[config.mk]
export PLATFORM = sky130hd
export DESIGN_NAME = demux_n_collect
export DESIGN_NICKNAME = d
export VERILOG_FILES = /design/src/rtl/demux_pkg.sv /design/src/rtl/demux_n_collect_sel_decoder.sv /design/src/rtl/demux_n_collect.sv
export SDC_FILE = /design/constraint.sdc
export NUM_CORES = 1
export LEC_CHECK = 0
export CAP_MARGIN = 20
export CORE_ASPECT_RATIO = 0.7
export CORE_MARGIN = 2
export CORE_UTILIZATION = 50
export CTS_CLUSTER_DIAMETER = 120
export DETAILED_ROUTE_END_ITERATION = 10
export PLACE_DENSITY = 0.79
export SYNTH_ARGS = -nofsm -noshare
export SYNTH_HDL_FRONTEND = slang
export SYNTH_SLANG_ARGS = --single-unit
[constraint.sdc]
create_clock -name clk -period 1.7 [get_ports clk]
set_input_delay 0.34 -clock clk [delete_from_list [all_inputs] [get_ports clk]]
set_output_delay 0.34 -clock clk [all_outputs]
set_load 0.02 [all_outputs]
[src/rtl/demux_pkg.sv]
// Shared types and helpers for the serial scan collector.
// Holds the FSM state type and the select width function.
package demux_pkg;

  typedef enum logic [1:0] {IDLE, COLLECT, DONE} state_t;

  // Width of a select index for n positions, never narrower than 1 bit.
  function automatic int sel_width(input int n);
    int w;
    w = $clog2(n);
    return (w < 1) ? 1 : w;
  endfunction

endpackage

[src/rtl/demux_n_collect_sel_decoder.sv]
// Binary scan index to one-hot bit enable.
// Indices at or above N decode to all zeros.
module sel_decoder
  import demux_pkg::*;
#(
  parameter int N = 16,
  localparam int SELW = sel_width(N)
) (
  input  logic [SELW-1:0] sel,
  output logic [N-1:0]    en
);

  // One-hot decode; out-of-range indices match no bit.
  always_comb begin
    en = '0;
    for (int i = 0; i < N; i++) begin
      if (sel == SELW'(i)) en[i] = 1'b1;
    end
  end

endmodule

[src/rtl/demux_n_collect.sv]
// Receive end of a mux-driven serial scan.
// Steers each accepted bit into Q[sel_out] and hands the word off.
module demux_n_collect
  import demux_pkg::*;
#(
  parameter int N = 16,
  localparam int SELW = sel_width(N)
) (
  input  logic            clk,
  input  logic            reset,
  input  logic            start,
  input  logic            d_in,
  input  logic            d_valid,
  output logic [SELW-1:0] sel_out,
  output logic            busy,
  output logic [N-1:0]    Q,
  output logic            q_valid,
  input  logic            q_ready
);

  localparam logic [SELW-1:0] LAST = SELW'(N - 1);

  state_t      state;
  logic        cap;
  logic        clr;
  logic [N-1:0] en;

  // A bit is taken only while collecting and the source marks it valid.
  assign cap = (state == COLLECT) && d_valid;

  // A new word begins from IDLE, or from DONE once the old word is taken.
  assign clr = start && ((state == IDLE) ||
                         ((state == DONE) && q_ready));

  sel_decoder #(.N(N)) u_dec (
    .sel (sel_out),
    .en  (en)
  );

  // Control FSM: state, scan index and status flags.
  always_ff @(posedge clk or posedge reset) begin
    if (reset) begin
      state   <= IDLE;
      sel_out <= '0;
      busy    <= 1'b0;
      q_valid <= 1'b0;
    end else begin
      unique case (state)
        IDLE: begin
          if (start) begin
            state   <= COLLECT;
            sel_out <= '0;
            busy    <= 1'b1;
          end
        end
        COLLECT: begin
          if (d_valid) begin
            if (sel_out == LAST) begin
              state   <= DONE;
              sel_out <= '0;
              busy    <= 1'b0;
              q_valid <= 1'b1;
            end else begin
              sel_out <= sel_out + 1'b1;
            end
          end
        end
        DONE: begin
          if (q_ready) begin
            q_valid <= 1'b0;
            if (start) begin
              state   <= COLLECT;
              sel_out <= '0;
              busy    <= 1'b1;
            end else begin
              state <= IDLE;
            end
          end
        end
        default: begin
          state   <= IDLE;
          sel_out <= '0;
          busy    <= 1'b0;
          q_valid <= 1'b0;
        end
      endcase
    end
  end

  // Word register: cleared on a new start, else one bit per capture.
  always_ff @(posedge clk or posedge reset) begin
    if (reset) begin
      Q <= '0;
    end else if (clr) begin
      Q <= '0;
    end else begin
      for (int i = 0; i < N; i++) begin
        if (cap && en[i]) Q[i] <= d_in;
      end
    end
  end

endmodule

* After elaboration in Yosys (flattened, before gate mapping)
Cells that the tools add are included.
Widths: inputs -> output; s select.
** Word-level totals
- Flip-flop bits (word level) :: 24
- Output and inout port bits :: 22
** Cells by class
- $add $sub $neg :: 1
- Eq/ne operators :: 21
- Muxes and demuxes :: 53
- Bitwise operators :: 1
- Reductions and logical operators :: 42
** Operator list (number)
- $mux 1 :: 40
- $eq 4x4->1 const B :: 8
- $reduce_bool 2->1 :: 16
- $logic_and 1x1->1 :: 19
- $eq 4x3->1 const B :: 4
- $mux 16 :: 1
- $mux 4 :: 4
- $pmux 4 s3 :: 1
- $eq 4x2->1 const B :: 2
- $mux 2 :: 4
- $reduce_and 4->1 :: 2
- $ne 2x2->1 const B :: 3
- $pmux 1 s3 :: 2
- $pmux 2 s3 :: 1
- $add 4x1->4 const B :: 1
- $eq 4x1->1 const B :: 1
- $logic_not 4->1 :: 1
- $reduce_and 3->1 :: 1
- $eq 2x1->1 const B :: 1
- $eq 2x2->1 const B :: 1
- $logic_not 2->1 :: 1
- $ne 2x1->1 const B :: 1
- $reduce_and 2->1 :: 1
- $logic_or 1x1->1 :: 1
- $not 1->1 :: 1

* Longest topological paths before layout
- Word-level depth :: 5
- Depth in mapped cells :: 5
- Gate-level depth less buffers :: 5

* Hierarchy
Synthesis repeated with hierarchy kept, for this count alone.
** Second synthesis, totals
- Cell total of the unflattened synthesis :: 152
- Area total of the unflattened synthesis :: 1560.2 um2
** By module, submodules not included
- demux_n_collect :: instances 1, cells an instance 132, area each 1333.8 um2, sequential area each 600.6 um2
- sel_decoder :: instances 1, cells an instance 20, area each 226.5 um2, sequential area each 0.0 um2

* Worst setup path before layout
Ideal clock, no wire load.
- Path kind :: register to register
- Start point :: reg sel_out[1]
- End point :: reg Q[15]
- Data arrival time :: 1383 ps
- Required time :: 1622 ps
- Setup slack :: 239 ps
- Stages on the path, launching flop included :: 5
- Buffers on the path :: 0
- Cells stage by stage :: dfrtp_1 > ha_1 > nand4b_1 > or3_1 > a21oi_1
** Between the ends
- Cells in the longest elaborated chain, start to end :: 4
** Ends and longest elaborated chain
- from (decl) :: line demux_n_collect.sv:14 : output logic [SELW-1:0] sel_out,
- from (signal assigned) :: line demux_n_collect.sv:64 : sel_out <= sel_out + 1'b1;
- $eq 4x4->1 :: line demux_n_collect_sel_decoder.sv:17 : if (sel == SELW'(i)) en[i] = 1'b1;
- $mux 1 :: line demux_n_collect_sel_decoder.sv:17
- $logic_and 1x1->1 :: line demux_n_collect.sv:98 : if (cap && en[i]) Q[i] <= d_in;
- $reduce_bool 2->1 (no line)
- to (signal, indexed assignment) :: line demux_n_collect.sv:98
- to (decl) :: line demux_n_collect.sv:16 : output logic [N-1:0] Q,
Every way passes these cells.
A chain may end at the register's enable or synchronous reset.

* Final worst setup path
- Start point :: reg q_valid
- End point :: out q_valid
** RTL lines
- from (decl) :: line demux_n_collect.sv:17 : output logic q_valid,
- from (signal assigned) :: line demux_n_collect.sv:46 : q_valid <= 1'b0;
- from (signal assigned) :: line demux_n_collect.sv:62 : q_valid <= 1'b1;
- from (signal assigned) :: line demux_n_collect.sv:70 : q_valid <= 1'b0;
No word-level cell between the ends.

==> results.ini <==
[drt]
drc = 0
ant_nets = 0
vias_per_cell = 5.65
wirelength_um = 3040
first_iter_violations = 39
routedWlPerCell_um = 15.1
drtPass1Iterations = 4
vias = 1135

[place]
io_buffer_count = 27
hpwl_um = 2240
place_area_sq_um = 1660
gp_congestion = 0.848
dp_worst_setup_slack_ns = 0.0181

[global_route]
track_usage_pct = 22.8
grt_pass1_wl_um = 5180
gr-usage-met3_pct = 6.24
use_met1_pct = 33.1
grt.busiest_layer = met2
grt_max_degree = 25
grt_use_met2_pct = 35.5
antenna_found_initial = 0
grt_pass1_vias = 1035
grt_overflow = 0

[worst_setup_path]
worstSetupStartpointType = flop
worst-path-buf-inv = 1
worst_r2r_endpoint = Q[12]
worstSetupEndpointType = output pin
path_delay_family = buffers and inverters
crit_slowest_cell = clkdlybuf4s50_1
worst_ep_arrival_time_ns = 1.27
r2r-start = sel_out[1]
crit_type = flop to output pin
cpPeakStageDelay_ns = 0.62
rr_worst_depth = 5
crit_path_max_fanout = 3
crit_start = q_valid
rrSetupSlack_ns = 0.18
critPathRequiredTime_ns = 1.36
worstSetupPathDepth = 1
crit_chain = clkdlybuf4s50_1

[logic_synthesis]
synth_edf_count = 0
synth-seq-cells = 24
syn-cell-area_sq_um = 1320
syn_avg_cell_area_sq_um = 9.79
synth.distinct_cells = 31
synthArstFlopShare_pct = 100
synth_seq_area_share_pct = 45.5
netlist_instances = 135
yosysWarnings = 0
synth_flop_cell = dfrtp_1
syn-num-nets = 146

[cts]
clock_path_buffers = 2
clkTransAtPathRegs_ns = 0.08
clock_sinks = 24
cts_buffers = 3
cts_root_buf = clkbuf_8
clkLatencyLatePin_ns = 0.27
postCtsSetupBuffers = 0
cts_htree_levels = 1
post_cts_resized = 2
cts_hold_buffers = 0
cts_tree = built

[sta]
fin_crit_ns = 1.61
fmax_mhz = 622
grt_setup_unrepaired = false
slew_violations = 0
finalHoldViolCount = 0
slew_headroom_pct = 72.5
timing.final.ws_setup_ns = 0.0922
setup-violations-final = 0
setup_tns_ns = 0
finalHoldWorstSlack_ns = 0.416
worstMarginPinSlew_ns = 0.413
fin_crit_sh_pct = 94.6
clock_skew_ns = 0.00570

[die]
die_w_um = 65.4
rows = 15
die_height_um = 47.0
initial_core_util_pct = 53.3
die_area_sq_um = 3080
coreArea_sq_um = 2480
io_pins = 28

[final_layout]
final_common_cell = clkdlybuf4s50_1
fillers = 217
syn_to_final_growth_pct = 28.4
n_antenna_cell = 0
fin_area_sq_um = 1700
final_layout_size_suffix_gt1_share_pct = 10.2
nNetsFinal = 180
layout_common_cells = 25 x clkdlybuf4s50_1, 24 x dfrtp_1, 21 x o21ai_0, 11 x nand2_1

[pwr]
leakagePower_nw = 0.785
vdd_drop_max_uv = 1080
power.density_nw_per_um2 = 1670
total_power_mw = 2.83

[status]
outcome = finished, final reports clean

[run]
maxCapViolations = 0

[min_path]
min_path_type = input port to async pin

-- power breakdown --
group          switching, mW  leakage [nW]  internal, mW
clock                  0.178        0.0216         0.159
combinational          0.839         0.454         0.688
sequential             0.181         0.309         0.787
-- per-layer routing --
| metal | part of all wire, % | vias up | wire, um |
|---|---|---|---|
| met2 | 45 | 37 | 1360 |
| met5 | 0 | - | 0 |
| li1 | - | 545 | - |
| met1 | 49 | 550 | 1480 |
| met4 | 0.33 | 0 | 10 |
| met3 | 5.9 | 3 | 178 |
-- Yosys cell counts, drive strengths merged (3+ instances only) --
cell,n,area [sq um]
and2b,3,22.5
mux2i,10,100
nand2b,3,21.3
inv,6,22.5
clkbuf,3,12.5
nand3,10,50.1
nand2,11,41.3
dfrtp,24,601
nor2,3,11.3
ha,5,62.6
o21ai,21,105
o211ai,3,22.5
and4b,4,42.5
buf,5,38.8
a21oi,10,50.1
-- worst max-delay path by stage --
stage,end,slack (ns)
finish,q_valid,0.09
global route,q_valid,0.04
CTS,q_valid,0.08
detailed placement,Q[12],0.02
global placement,Q[14],0.08
floorplan,Q[15],0.24
-- cell type report --
type	count	area, sq um	share of cell area [%]
Inverter	6	22.5	1.33
Timing Repair Buffer	37	343	20.2
Clock buffer	3	41.3	2.43
Sequential cell	24	601	35.4
Tap cell	34	42.5	2.51
Multi-Input combinational cell	97	647	38.1
-- registers in the layout, summed over array words and instances, names as in the netlist --
| register | count |
|---|---|
| sel_out | 4 |
| state | 2 |
| Q | 16 |
| q_valid | 1 |
| busy | 1 |
-- metrics by stage --
stage          instances  util, %
6_report             201     68.5
5_1_grt              201     68.5
4_1_cts              201     68.5
3_5_place_dp         198     66.9
3_3_place_gp         198     66.9
2_1_floorplan        135        -
-- cell families (layout without fill, tap and decap cells) --
| family | Yosys count | after routing | synth area share, % |
|---|---|---|---|
| buffers and inverters | 14 | 46 | 5.59 |
| muxes | 10 | 10 | 7.58 |
| DFF | 24 | 24 | 45.5 |
| and+or+nand+nor | 42 | 42 | 19.9 |
| xor gates and xnor gates | 1 | 1 | 0.663 |
| AOI/OAI and AO/OA | 39 | 39 | 16.1 |
| adders and majority gates | 5 | 5 | 4.73 |
Note: power is estimated with default switching activity, not from simulation.
